===== src/rtl/execute_cycle_mc_if.sv =====
// Bundle of the execute-stage inputs and EX/MEM outputs for execute_cycle_mc.
// master = pipeline side driving the E stage; slave = the execute block.
interface execute_cycle_mc_if #(
  parameter int DATA_W  = 16,
  parameter int RADDR_W = 3
);
  logic               RegwriteE;
  logic               MemwriteE;
  logic               ALUSrcE;
  logic               JumpE;
  logic               branchE;
  logic [1:0]         ResultSrcE;
  logic [3:0]         ALUControlE;
  logic [2:0]         funct3E;
  logic [1:0]         ForwardA_E;
  logic [1:0]         ForwardB_E;
  logic [RADDR_W-1:0] RdE;
  logic [DATA_W-1:0]  RD1E;
  logic [DATA_W-1:0]  RD2E;
  logic [DATA_W-1:0]  PCE;
  logic [DATA_W-1:0]  immExtE;
  logic [DATA_W-1:0]  pc_plus4E;
  logic [DATA_W-1:0]  ResultW;
  logic               flush_i;
  logic               hold_i;

  logic               PCSrcE;
  logic [DATA_W-1:0]  PC_TargetE;
  logic               stall_o;
  logic               RegwriteM;
  logic               MemwriteM;
  logic [1:0]         ResultSrcM;
  logic [RADDR_W-1:0] RdM;
  logic [DATA_W-1:0]  ALUResultM;
  logic [DATA_W-1:0]  WriteDataM;
  logic [DATA_W-1:0]  pc_plus4M;

  modport master (
    output RegwriteE, MemwriteE, ALUSrcE, JumpE, branchE, ResultSrcE,
           ALUControlE, funct3E, ForwardA_E, ForwardB_E, RdE, RD1E, RD2E,
           PCE, immExtE, pc_plus4E, ResultW, flush_i, hold_i,
    input  PCSrcE, PC_TargetE, stall_o, RegwriteM, MemwriteM, ResultSrcM,
           RdM, ALUResultM, WriteDataM, pc_plus4M
  );

  modport slave (
    input  RegwriteE, MemwriteE, ALUSrcE, JumpE, branchE, ResultSrcE,
           ALUControlE, funct3E, ForwardA_E, ForwardB_E, RdE, RD1E, RD2E,
           PCE, immExtE, pc_plus4E, ResultW, flush_i, hold_i,
    output PCSrcE, PC_TargetE, stall_o, RegwriteM, MemwriteM, ResultSrcM,
           RdM, ALUResultM, WriteDataM, pc_plus4M
  );
endinterface


===== src/rtl/execute_cycle_mc.sv =====
// Execute stage with forwarding, single-cycle ALU, branch resolution, a
// multicycle multiplier (IDLE/BUSY FSM) and the EX/MEM pipeline register.
module execute_cycle_mc #(
  parameter int DATA_W     = 16,
  parameter int RADDR_W    = 3,
  parameter int MUL_CYCLES = 4
) (
  input logic               clk,
  input logic               rst,
  execute_cycle_mc_if.slave bus
);

  localparam int SH_W  = $clog2(DATA_W);
  localparam int CNT_W = (MUL_CYCLES > 1) ? $clog2(MUL_CYCLES) : 1;
  localparam logic [CNT_W-1:0] CNT_LOAD = CNT_W'(MUL_CYCLES - 1);

  localparam logic [3:0] OP_ADD = 4'b0000;
  localparam logic [3:0] OP_SUB = 4'b0001;
  localparam logic [3:0] OP_AND = 4'b0010;
  localparam logic [3:0] OP_OR  = 4'b0011;
  localparam logic [3:0] OP_XOR = 4'b0100;
  localparam logic [3:0] OP_SLL = 4'b0101;
  localparam logic [3:0] OP_SRL = 4'b0110;
  localparam logic [3:0] OP_SLT = 4'b0111;
  localparam logic [3:0] OP_MUL = 4'b1000;

  typedef enum logic {IDLE, BUSY} state_t;

  // Registered state
  state_t             state_q, state_d;
  logic [CNT_W-1:0]   cnt_q, cnt_d;
  logic [DATA_W-1:0]  mul_a_q, mul_a_d;
  logic [DATA_W-1:0]  mul_b_q, mul_b_d;
  logic               cap_regwrite_q, cap_regwrite_d;
  logic               cap_memwrite_q, cap_memwrite_d;
  logic [1:0]         cap_resultsrc_q, cap_resultsrc_d;
  logic [RADDR_W-1:0] cap_rd_q, cap_rd_d;
  logic [DATA_W-1:0]  cap_wd_q, cap_wd_d;
  logic [DATA_W-1:0]  cap_pcp4_q, cap_pcp4_d;
  logic               m_regwrite_q, m_regwrite_d;
  logic               m_memwrite_q, m_memwrite_d;
  logic [1:0]         m_resultsrc_q, m_resultsrc_d;
  logic [RADDR_W-1:0] m_rd_q, m_rd_d;
  logic [DATA_W-1:0]  m_alu_q, m_alu_d;
  logic [DATA_W-1:0]  m_wd_q, m_wd_d;
  logic [DATA_W-1:0]  m_pcp4_q, m_pcp4_d;

  // Combinational datapath
  logic [DATA_W-1:0] fwd_a;
  logic [DATA_W-1:0] fwd_b;
  logic [DATA_W-1:0] src_a;
  logic [DATA_W-1:0] src_b;
  logic [DATA_W-1:0] alu_result;
  logic [DATA_W-1:0] product;
  logic              zero;
  logic              lt_signed;
  logic              branch_taken;
  logic              is_mul;
  logic              issue;
  logic              busy;

  // Forwarding muxes; ALUResultM feeds back from our own EX/MEM register
  always_comb begin
    case (bus.ForwardA_E)
      2'b01:   fwd_a = bus.ResultW;
      2'b10:   fwd_a = m_alu_q;
      default: fwd_a = bus.RD1E;
    endcase
    case (bus.ForwardB_E)
      2'b01:   fwd_b = bus.ResultW;
      2'b10:   fwd_b = m_alu_q;
      default: fwd_b = bus.RD2E;
    endcase
  end

  assign src_a = fwd_a;
  assign src_b = bus.ALUSrcE ? bus.immExtE : fwd_b;

  // Single-cycle ALU; the MUL code yields 0 here, its result comes from the FSM
  always_comb begin
    case (bus.ALUControlE)
      OP_ADD:  alu_result = src_a + src_b;
      OP_SUB:  alu_result = src_a - src_b;
      OP_AND:  alu_result = src_a & src_b;
      OP_OR:   alu_result = src_a | src_b;
      OP_XOR:  alu_result = src_a ^ src_b;
      OP_SLL:  alu_result = src_a << src_b[SH_W-1:0];
      OP_SRL:  alu_result = src_a >> src_b[SH_W-1:0];
      OP_SLT:  alu_result = {{(DATA_W-1){1'b0}}, lt_signed};
      default: alu_result = '0;
    endcase
  end

  assign lt_signed = $signed(src_a) < $signed(src_b);
  assign zero      = (alu_result == '0);
  assign product   = mul_a_q * mul_b_q;

  // Branch condition decode from funct3
  always_comb begin
    case (bus.funct3E)
      3'b000:  branch_taken = zero;
      3'b001:  branch_taken = !zero;
      3'b100:  branch_taken = lt_signed;
      default: branch_taken = 1'b0;
    endcase
  end

  assign busy   = (state_q == BUSY);
  assign is_mul = (bus.ALUControlE == OP_MUL);
  assign issue  = (state_q == IDLE) && is_mul && !bus.flush_i && !bus.hold_i;

  assign bus.PCSrcE     = (bus.JumpE | (bus.branchE & branch_taken)) & !bus.flush_i & !busy;
  assign bus.PC_TargetE = bus.PCE + bus.immExtE;
  assign bus.stall_o    = issue | (busy && (cnt_q != '0)) | bus.hold_i;

  // Next-state: flush > hold > multiply > normal; rst is applied in the flop block
  always_comb begin
    state_d         = state_q;
    cnt_d           = cnt_q;
    mul_a_d         = mul_a_q;
    mul_b_d         = mul_b_q;
    cap_regwrite_d  = cap_regwrite_q;
    cap_memwrite_d  = cap_memwrite_q;
    cap_resultsrc_d = cap_resultsrc_q;
    cap_rd_d        = cap_rd_q;
    cap_wd_d        = cap_wd_q;
    cap_pcp4_d      = cap_pcp4_q;
    m_regwrite_d    = m_regwrite_q;
    m_memwrite_d    = m_memwrite_q;
    m_resultsrc_d   = m_resultsrc_q;
    m_rd_d          = m_rd_q;
    m_alu_d         = m_alu_q;
    m_wd_d          = m_wd_q;
    m_pcp4_d        = m_pcp4_q;

    if (bus.flush_i) begin
      state_d       = IDLE;
      cnt_d         = '0;
      m_regwrite_d  = 1'b0;
      m_memwrite_d  = 1'b0;
      m_resultsrc_d = '0;
      m_rd_d        = '0;
      m_alu_d       = '0;
      m_wd_d        = '0;
      m_pcp4_d      = '0;
    end else if (bus.hold_i) begin
      state_d = state_q;
    end else if (busy) begin
      if (cnt_q == '0) begin
        state_d       = IDLE;
        m_regwrite_d  = cap_regwrite_q;
        m_memwrite_d  = cap_memwrite_q;
        m_resultsrc_d = cap_resultsrc_q;
        m_rd_d        = cap_rd_q;
        m_alu_d       = product;
        m_wd_d        = cap_wd_q;
        m_pcp4_d      = cap_pcp4_q;
      end else begin
        cnt_d         = cnt_q - 1'b1;
        m_regwrite_d  = 1'b0;
        m_memwrite_d  = 1'b0;
        m_resultsrc_d = '0;
        m_rd_d        = '0;
        m_alu_d       = '0;
        m_wd_d        = '0;
        m_pcp4_d      = '0;
      end
    end else if (is_mul) begin
      state_d         = BUSY;
      cnt_d           = CNT_LOAD;
      mul_a_d         = src_a;
      mul_b_d         = src_b;
      cap_regwrite_d  = bus.RegwriteE;
      cap_memwrite_d  = bus.MemwriteE;
      cap_resultsrc_d = bus.ResultSrcE;
      cap_rd_d        = bus.RdE;
      cap_wd_d        = fwd_b;
      cap_pcp4_d      = bus.pc_plus4E;
      m_regwrite_d    = 1'b0;
      m_memwrite_d    = 1'b0;
      m_resultsrc_d   = '0;
      m_rd_d          = '0;
      m_alu_d         = '0;
      m_wd_d          = '0;
      m_pcp4_d        = '0;
    end else begin
      m_regwrite_d  = bus.RegwriteE;
      m_memwrite_d  = bus.MemwriteE;
      m_resultsrc_d = bus.ResultSrcE;
      m_rd_d        = bus.RdE;
      m_alu_d       = alu_result;
      m_wd_d        = fwd_b;
      m_pcp4_d      = bus.pc_plus4E;
    end
  end

  // State, multiply capture and EX/MEM registers with synchronous reset
  always_ff @(posedge clk) begin
    if (rst) begin
      state_q         <= IDLE;
      cnt_q           <= '0;
      mul_a_q         <= '0;
      mul_b_q         <= '0;
      cap_regwrite_q  <= 1'b0;
      cap_memwrite_q  <= 1'b0;
      cap_resultsrc_q <= '0;
      cap_rd_q        <= '0;
      cap_wd_q        <= '0;
      cap_pcp4_q      <= '0;
      m_regwrite_q    <= 1'b0;
      m_memwrite_q    <= 1'b0;
      m_resultsrc_q   <= '0;
      m_rd_q          <= '0;
      m_alu_q         <= '0;
      m_wd_q          <= '0;
      m_pcp4_q        <= '0;
    end else begin
      state_q         <= state_d;
      cnt_q           <= cnt_d;
      mul_a_q         <= mul_a_d;
      mul_b_q         <= mul_b_d;
      cap_regwrite_q  <= cap_regwrite_d;
      cap_memwrite_q  <= cap_memwrite_d;
      cap_resultsrc_q <= cap_resultsrc_d;
      cap_rd_q        <= cap_rd_d;
      cap_wd_q        <= cap_wd_d;
      cap_pcp4_q      <= cap_pcp4_d;
      m_regwrite_q    <= m_regwrite_d;
      m_memwrite_q    <= m_memwrite_d;
      m_resultsrc_q   <= m_resultsrc_d;
      m_rd_q          <= m_rd_d;
      m_alu_q         <= m_alu_d;
      m_wd_q          <= m_wd_d;
      m_pcp4_q        <= m_pcp4_d;
    end
  end

  assign bus.RegwriteM  = m_regwrite_q;
  assign bus.MemwriteM  = m_memwrite_q;
  assign bus.ResultSrcM = m_resultsrc_q;
  assign bus.RdM        = m_rd_q;
  assign bus.ALUResultM = m_alu_q;
  assign bus.WriteDataM = m_wd_q;
  assign bus.pc_plus4M  = m_pcp4_q;

endmodule


===== src/flat_wrapper.sv =====
// flat-port wrapper written by rule: the top's interface ports become plain ports
module execute_cycle_mc_flat 
#(
  parameter int DATA_W     = 16,
  parameter int RADDR_W    = 3,
  parameter int MUL_CYCLES = 4
)
  (clk, rst, bus_RegwriteE, bus_MemwriteE, bus_ALUSrcE, bus_JumpE, bus_branchE, bus_ResultSrcE, bus_ALUControlE, bus_funct3E, bus_ForwardA_E, bus_ForwardB_E, bus_RdE, bus_RD1E, bus_RD2E, bus_PCE, bus_immExtE, bus_pc_plus4E, bus_ResultW, bus_flush_i, bus_hold_i, bus_PCSrcE, bus_PC_TargetE, bus_stall_o, bus_RegwriteM, bus_MemwriteM, bus_ResultSrcM, bus_RdM, bus_ALUResultM, bus_WriteDataM, bus_pc_plus4M);
  execute_cycle_mc_if #(.DATA_W(DATA_W), .RADDR_W(RADDR_W)) bus_i ();
  input logic clk;
  input logic rst;
  input wire logic [$bits(bus_i.RegwriteE)-1:0] bus_RegwriteE;
  input wire logic [$bits(bus_i.MemwriteE)-1:0] bus_MemwriteE;
  input wire logic [$bits(bus_i.ALUSrcE)-1:0] bus_ALUSrcE;
  input wire logic [$bits(bus_i.JumpE)-1:0] bus_JumpE;
  input wire logic [$bits(bus_i.branchE)-1:0] bus_branchE;
  input wire logic [$bits(bus_i.ResultSrcE)-1:0] bus_ResultSrcE;
  input wire logic [$bits(bus_i.ALUControlE)-1:0] bus_ALUControlE;
  input wire logic [$bits(bus_i.funct3E)-1:0] bus_funct3E;
  input wire logic [$bits(bus_i.ForwardA_E)-1:0] bus_ForwardA_E;
  input wire logic [$bits(bus_i.ForwardB_E)-1:0] bus_ForwardB_E;
  input wire logic [$bits(bus_i.RdE)-1:0] bus_RdE;
  input wire logic [$bits(bus_i.RD1E)-1:0] bus_RD1E;
  input wire logic [$bits(bus_i.RD2E)-1:0] bus_RD2E;
  input wire logic [$bits(bus_i.PCE)-1:0] bus_PCE;
  input wire logic [$bits(bus_i.immExtE)-1:0] bus_immExtE;
  input wire logic [$bits(bus_i.pc_plus4E)-1:0] bus_pc_plus4E;
  input wire logic [$bits(bus_i.ResultW)-1:0] bus_ResultW;
  input wire logic [$bits(bus_i.flush_i)-1:0] bus_flush_i;
  input wire logic [$bits(bus_i.hold_i)-1:0] bus_hold_i;
  output wire logic [$bits(bus_i.PCSrcE)-1:0] bus_PCSrcE;
  output wire logic [$bits(bus_i.PC_TargetE)-1:0] bus_PC_TargetE;
  output wire logic [$bits(bus_i.stall_o)-1:0] bus_stall_o;
  output wire logic [$bits(bus_i.RegwriteM)-1:0] bus_RegwriteM;
  output wire logic [$bits(bus_i.MemwriteM)-1:0] bus_MemwriteM;
  output wire logic [$bits(bus_i.ResultSrcM)-1:0] bus_ResultSrcM;
  output wire logic [$bits(bus_i.RdM)-1:0] bus_RdM;
  output wire logic [$bits(bus_i.ALUResultM)-1:0] bus_ALUResultM;
  output wire logic [$bits(bus_i.WriteDataM)-1:0] bus_WriteDataM;
  output wire logic [$bits(bus_i.pc_plus4M)-1:0] bus_pc_plus4M;
  assign bus_i.RegwriteE = bus_RegwriteE;
  assign bus_i.MemwriteE = bus_MemwriteE;
  assign bus_i.ALUSrcE = bus_ALUSrcE;
  assign bus_i.JumpE = bus_JumpE;
  assign bus_i.branchE = bus_branchE;
  assign bus_i.ResultSrcE = bus_ResultSrcE;
  assign bus_i.ALUControlE = bus_ALUControlE;
  assign bus_i.funct3E = bus_funct3E;
  assign bus_i.ForwardA_E = bus_ForwardA_E;
  assign bus_i.ForwardB_E = bus_ForwardB_E;
  assign bus_i.RdE = bus_RdE;
  assign bus_i.RD1E = bus_RD1E;
  assign bus_i.RD2E = bus_RD2E;
  assign bus_i.PCE = bus_PCE;
  assign bus_i.immExtE = bus_immExtE;
  assign bus_i.pc_plus4E = bus_pc_plus4E;
  assign bus_i.ResultW = bus_ResultW;
  assign bus_i.flush_i = bus_flush_i;
  assign bus_i.hold_i = bus_hold_i;
  assign bus_PCSrcE = bus_i.PCSrcE;
  assign bus_PC_TargetE = bus_i.PC_TargetE;
  assign bus_stall_o = bus_i.stall_o;
  assign bus_RegwriteM = bus_i.RegwriteM;
  assign bus_MemwriteM = bus_i.MemwriteM;
  assign bus_ResultSrcM = bus_i.ResultSrcM;
  assign bus_RdM = bus_i.RdM;
  assign bus_ALUResultM = bus_i.ALUResultM;
  assign bus_WriteDataM = bus_i.WriteDataM;
  assign bus_pc_plus4M = bus_i.pc_plus4M;
  execute_cycle_mc #(.DATA_W(DATA_W), .RADDR_W(RADDR_W), .MUL_CYCLES(MUL_CYCLES)) u_core (.clk(clk), .rst(rst), .bus(bus_i));
endmodule

===== config.mk =====
export PLATFORM = sky130hd
export DESIGN_NAME = execute_cycle_mc_flat
export DESIGN_NICKNAME = d
export VERILOG_FILES = /design/src/rtl/execute_cycle_mc_if.sv /design/src/rtl/execute_cycle_mc.sv /design/src/flat_wrapper.sv
export SDC_FILE = /design/constraint.sdc
export NUM_CORES = 1
export LEC_CHECK = 0
export ABC_AREA = 1
export CAP_MARGIN = 30
export CORE_ASPECT_RATIO = 0.9
export CORE_MARGIN = 5
export CORE_UTILIZATION = 52
export CTS_CLUSTER_DIAMETER = 60
export CTS_CLUSTER_SIZE = 10
export DETAILED_ROUTE_END_ITERATION = 6
export PLACE_DENSITY = 0.82
export SETUP_SLACK_MARGIN = 0.5
export SYNTH_ARGS = -nofsm -noshare
export SYNTH_HDL_FRONTEND = slang
export SYNTH_SLANG_ARGS = --single-unit

===== constraint.sdc =====
create_clock -name clk -period 5.77 [get_ports clk]
set_input_delay 0.8655 -clock clk [delete_from_list [all_inputs] [get_ports clk]]
set_output_delay 0.8655 -clock clk [all_outputs]
set_load 0.005 [all_outputs]

# Yosys cells after proc, flatten, opt, wreduce, memory -nomap -nowiden
# Cells that the tools add are included.
[word_totals]
regBits = 129
in_bits = 121
output_inout_bits = 73
[classes]
n_mul = 1
reduce_logical = 17
shifts = 2
muxes = 32
magnitude_cmp = 1
n_eq_ne = 15
addsub = 4
n_bitwise = 12
[ops]
columns = ["operator", "n"]
rows = [
  ["2-to-1 mux 16 bit", 10],
  ["one-hot mux 16 bit (8 select lines)", 1],
  ["one-hot mux 16 bit (2 select lines)", 2],
  ["adder 16 bit", 2],
  ["bitwise AND 16 bit", 1],
  ["equality test 4 x 3 -> 1 bit, second input constant", 4],
  ["zero test 16 bit", 1],
  ["less-than comparator 16 bit", 1],
  ["multiplier 16 x 16 -> 16 bit", 1],
  ["bitwise OR 16 bit", 1],
  ["left shift 16 x 4 -> 16 bit", 1],
  ["right shift 16 x 4 -> 16 bit", 1],
  ["subtractor 16 bit", 1],
  ["bitwise XOR 16 bit", 1],
  ["2-to-1 mux 2 bit", 6],
  ["2-to-1 mux 1 bit", 9],
  ["2-to-1 mux 3 bit", 3],
  ["equality test 4 x 2 -> 1 bit, second input constant", 2],
  ["equality test 2 x 1 -> 1 bit, second input constant", 2],
  ["equality test 2 bit, second input constant", 2],
  ["equality test 4 x 1 -> 1 bit, second input constant", 1],
  ["equality test 4 bit, second input constant", 1],
  ["logical AND 1 bit", 4],
  ["zero test 1 bit", 4],
  ["15 further kinds", 22],
]

# Logic depth before layout (Yosys ltp)
[depth]
ltp_word = 12
depth_mapped = 33

# Worst setup path after synthesis
# No wires, ideal clock.
[synth_path]
path_kind = "register to register"
from = "register u_core.mul_b_q[1]"
to = "register u_core.m_alu_q[13], in the netlist u_core.bus.ALUResultM[13]"
arrival_time_ps = 5158
n_path_buf = 1
slack_ps = 484
stages_incl_launch_ff = 22
t_required_ps = 5642
path_cell_list = "dfxtp_1 -> clkbuf_1 -> nand2_1 -> fa_1 -> inv_1 -> fa_1 -> inv_1 -> fa_1 -> fa_1 -> inv_1 -> fa_1 -> inv_1 -> fa_1 -> inv_1 -> ha_1 -> inv_1 -> or2_2 -> nand2_1 -> a21oi_1 -> or2_2 -> nand3_1 -> a31oi_1"
[synth_via]
elab_chain_cells = 3
[synth_lines]
columns = ["element", "line_no", "text"]
rows = [
  ["start: declaration", "execute_cycle_mc.sv:33", "logic [DATA_W-1:0] mul_b_q, mul_b_d;"],
  ["start signal: assignment", "execute_cycle_mc.sv:221", "mul_b_q <= mul_b_d;"],
  ["multiplier 16 x 16 -> 16 bit", "execute_cycle_mc.sv:96", "assign product = mul_a_q * mul_b_q;"],
  ["2-to-1 mux 16 bit", "execute_cycle_mc.sv:149", "if (cnt_q == '0) begin"],
  ["2-to-1 mux 16 bit", "execute_cycle_mc.sv:148", "end else if (busy) begin"],
  ["end signal: assignment", "execute_cycle_mc.sv:232", "m_alu_q <= m_alu_d;"],
  ["end: declaration", "execute_cycle_mc.sv:44", "logic [DATA_W-1:0] m_alu_q, m_alu_d;"],
]
# Every way passes these cells.
# A chain may end at the register's enable or synchronous reset.

# Worst setup path in the final report
[layout_path]
from = "register u_core.mul_b_q[1]"
to = "register u_core.m_alu_q[12], in the netlist u_core.bus.ALUResultM[12]"
# The elaborated chain is that of the path after synthesis.

==> out/results.tsv <==
metric	value	unit
run_status	finished, violations left	
violated_checks	design-rule violations, negative setup slack	
power.ir.vdd_worst	0.263	mV
routed_vias_inst	6.10	
synth_nets	2572	
post_cts_hold_buffer_count	0	
design_area	21100	um2
synth-seq-cells	129	
routedWlPerCell	22.6	um
maximum_frequency_from_static_timing_analysis	0.170	GHz
antenna_left	0	
fp.dieArea	31500	um2
gpl.final_weighted_congestion	0.991	
hold_slack_final	0.474	ns
syn_area_per_cell	6.49	um2
grt_antenna_before_repair	0	
via_count_of_the_first_global_routing_pass	17300	
synth_top_cell_by_area	sky130_fd_sc_hd__dfxtp_1	
multi_input_gate_area	11400	um2
timing.critical_path.slowest_stage_cell	sky130_fd_sc_hd__fa_1	
ys_async_sr_fraction	0	
final-max-slew-violation-count	0	
cts_buffers	17	
grt_pass1_wl	97.0	mm
largest_fanout_of_any_net_on_the_critical_path	6	
power.switching_fraction	0.398	
holdCritPathClass	reg -> reg	
netlist.area_leader.share	0.177	
power.combinational.fraction	0.499	
vias	18800	
place_hpwl	49.1	mm
worst-r2r-setup-slack	-0.1	ns
pwr-share-clk	0.268	
fillers	2028	
preCtsSetupSlack	-1.04	ns
drt_drc_violations_left	5	
cp-end-kind	register	
required	6.04	ns
post_dp_cell_area	18600	um2
beginning_of_the_critical_path	u_core.mul_b_q[1]	
cts-root-buf	sky130_fd_sc_hd__clkbuf_16	
unrepaired_setup_endpoints_after_global_routing	yes	
synth_enable_flop_cells	0	
num_antenna_cells	0	
timing.final.setup_violations	3	
clock_tree.htree_level_count	4	
tritoncts	done	
boundaryPins	194	
netlist-cell-type-count	57	
seqPwrFrac	0.233	
critical_path.reg2reg.startpoint	u_core.mul_b_q[1]	
timing_hold_violations_final	0	
ys_seq_area_frac	0.177	
layoutNonFillerInstCount	3079	
power.switching	1.61	mW
critPathKind	reg -> reg	
syn_std_cell_area	14600	um2
fin_crit	5.87	ns
nets	3032	
finalWirelength	69.7	mm
worst_pin_slew	1.07	ns
placedCellCount	2966	
final.setup_skew	0.00972	ns
yosys_warnings	0	
core_region_area	27800	um2
report.power.total	4.03	mW
cts.reportedPaths.clkPinSlew	0.06	ns
cts_sinks	129	
layout-area-overhead-vs-synth	45.0	%
stage_delay_of_the_slowest_cell_on_the_critical_path	0.61	ns
die_h	169	um
timing.critical_path.arrival	6.14	ns
die_w	186	um
pre_repair_dr_iteration_count	7	
timing.max_slew.rel_slack	0.289	
pwr_per_cell_area	191	nW/um2
global_route.usage.total	0.386	
seq_area	2650	um2
power.leakage	10.3	nW
utilization	0.760	
number_of_cell_rows	58	
drive_gt1_frac	0.259	
detailedRoute.firstIterationViolations	3309	
grt_max_degree	111	
power_report.internal_total	2.43	mW
io_buffer_count	193	
grt_overflow_total	0	
final.setup.tns	-0.217	ns
post_synth_inst_count	2246	
worst_setup_path_start_kind	register	
clkLatencyLatePin	0.44	ns
floorplan.initialDensity	0.524	
cap_viol_max_count	0	
final.setup.worst_slack	-0.0982	ns
dominant_register_cell_in_the_synthesized_netlist	sky130_fd_sc_hd__dfxtp_1	
synth_area_leaders	sky130_fd_sc_hd__dfxtp_1 (18%), sky130_fd_sc_hd__nand2_1 (14%), sky130_fd_sc_hd__fa_1 (11%), sky130_fd_sc_hd__ha_1 (10%), sky130_fd_sc_hd__inv_1 (7.9%)	
clk_path_buf_depth	2	
hold_path.startpoint	u_core.cap_wd_q[11]	
share_of_the_clock_period_used_by_the_worst_path	1.02	
[cells in the mapped netlist (5+ instances only)]
cell	n
sky130_fd_sc_hd__a31oi_1	60
sky130_fd_sc_hd__nor3_1	13
sky130_fd_sc_hd__nand3_1	222
sky130_fd_sc_hd__o22ai_1	8
sky130_fd_sc_hd__ha_1	122
sky130_fd_sc_hd__nor2_1	163
sky130_fd_sc_hd__nand4_1	21
sky130_fd_sc_hd__inv_2	6
sky130_fd_sc_hd__o21ai_2	6
sky130_fd_sc_hd__a21oi_1	136
sky130_fd_sc_hd__or2_2	16
sky130_fd_sc_hd__buf_2	24
sky130_fd_sc_hd__buf_6	6
sky130_fd_sc_hd__a21o_1	6
sky130_fd_sc_hd__inv_1	306
sky130_fd_sc_hd__xor2_1	25
sky130_fd_sc_hd__dfxtp_1	129
sky130_fd_sc_hd__buf_4	8
sky130_fd_sc_hd__a211oi_1	8
sky130_fd_sc_hd__o21ai_1	8
sky130_fd_sc_hd__a221o_1	5
sky130_fd_sc_hd__clkbuf_1	76
sky130_fd_sc_hd__o21ai_0	169
sky130_fd_sc_hd__xnor2_1	18
sky130_fd_sc_hd__fa_1	83
sky130_fd_sc_hd__nand3b_1	6
sky130_fd_sc_hd__nand2_1	537
[path summary, 6_finish.rpt]
kind / to / depth (start not counted)
hold / removal: u_core.cap_wd_q[11] / 2
setup / recovery: u_core.bus.ALUResultM[12] / 25
hold reg to reg: u_core.cap_wd_q[11] / 2
setup reg to reg: u_core.bus.ALUResultM[12] / 25
[layout by cell type, fill, tap and decap left out, types with 11 or more instances in the layout]
master and count:
sky130_fd_sc_hd__a21oi_1 105, sky130_fd_sc_hd__a21oi_2 28, sky130_fd_sc_hd__a31oi_1 58, sky130_fd_sc_hd__buf_4 338
sky130_fd_sc_hd__buf_6 20, sky130_fd_sc_hd__clkbuf_16 17, sky130_fd_sc_hd__clkdlybuf4s50_1 187, sky130_fd_sc_hd__dfxtp_1 108
sky130_fd_sc_hd__dfxtp_4 15, sky130_fd_sc_hd__fa_1 77, sky130_fd_sc_hd__ha_1 91, sky130_fd_sc_hd__ha_4 27
sky130_fd_sc_hd__inv_1 267, sky130_fd_sc_hd__inv_2 38, sky130_fd_sc_hd__nand2_1 494, sky130_fd_sc_hd__nand2_2 37
sky130_fd_sc_hd__nand2_4 11, sky130_fd_sc_hd__nand3_1 200, sky130_fd_sc_hd__nand3_2 23, sky130_fd_sc_hd__nand4_1 21
sky130_fd_sc_hd__nor2_1 133, sky130_fd_sc_hd__nor2_2 26, sky130_fd_sc_hd__o21ai_0 141, sky130_fd_sc_hd__o21ai_1 19
sky130_fd_sc_hd__o21ai_2 16, sky130_fd_sc_hd__or2_2 12, sky130_fd_sc_hd__xnor2_1 18, sky130_fd_sc_hd__xor2_1 25
[layout make-up]
class                   count  area share
multi-input cells        1681       0.540
inverters                 318      0.0578
clock inverters            12     0.00568
repair inverters            1    0.000355
clock buffers              20      0.0211
well taps                 360      0.0213
repair buffers            558       0.229
flip-flops and latches    129       0.125
[per-layer routing]
metal | track usage | wire length [um] | up-vias
met4 | 0.141 | 5110 | 0
met2 | 0.617 | 30000 | 1551
met1 | 0.517 | 25500 | 8551
met3 | 0.0852 | 9140 | 462
met5 | 0 | 0 | -
li1 | - | - | 8204
[power by group through the flow]
| stage | clock, mW | combinational, mW | sequential, mW |
|---|---|---|---|
| 4_1_cts | 1.06 | 1.76 | 0.940 |
| 3_5_place_dp | 0 | 1.61 | 0.960 |
| 5_1_grt | 1.11 | 2.13 | 0.939 |
| 2_1_floorplan | 0 | 0.764 | 0.948 |
| 3_3_place_gp | 0 | 1.61 | 0.961 |
| 6_report | 1.08 | 2.01 | 0.939 |
[sequential cells by signal (all words and copies together) (netlist names), 3 cells and up]
register and count:
u_core.mul_a_q 16, u_core.cap_rd_q 3, u_core.bus.WriteDataM 16, u_core.cap_pcp4_q 16
u_core.bus.ALUResultM 16, u_core.mul_b_q 16, u_core.bus.RdM 3, u_core.cap_wd_q 16
u_core.bus.pc_plus4M 16
[what timing repair did]
item	4_1_cts	5_1_grt
buffers inserted	24	55
endpoints found under the hold margin	0	0
resized for setup	183	225
endpoints found under the setup margin	5	6
gates cloned	1	1
pin swaps	35	127
[worst max-delay path: cells and delay by family, from the launching register on]
family,cells,cell delay [ns]
compound gates,3,0.30
fa+ha+maj,7,3.15
buf+inv,8,0.85
flops,1,0.40
simple gates,7,0.99
[logic make-up (layout without fill, tap and decap cells)]
family,count (synthesis),in the layout,share of synthesized area
buffers and inverters,436,909,0.120
XOR/XNOR,44,44,0.0274
adder cells (fa/ha/maj),205,205,0.219
AND/OR/NAND/NOR,1004,1004,0.294
AO/OA/AOI/OAI,428,428,0.163
flip-flops,129,129,0.177
(Power assumes the default switching activity.)
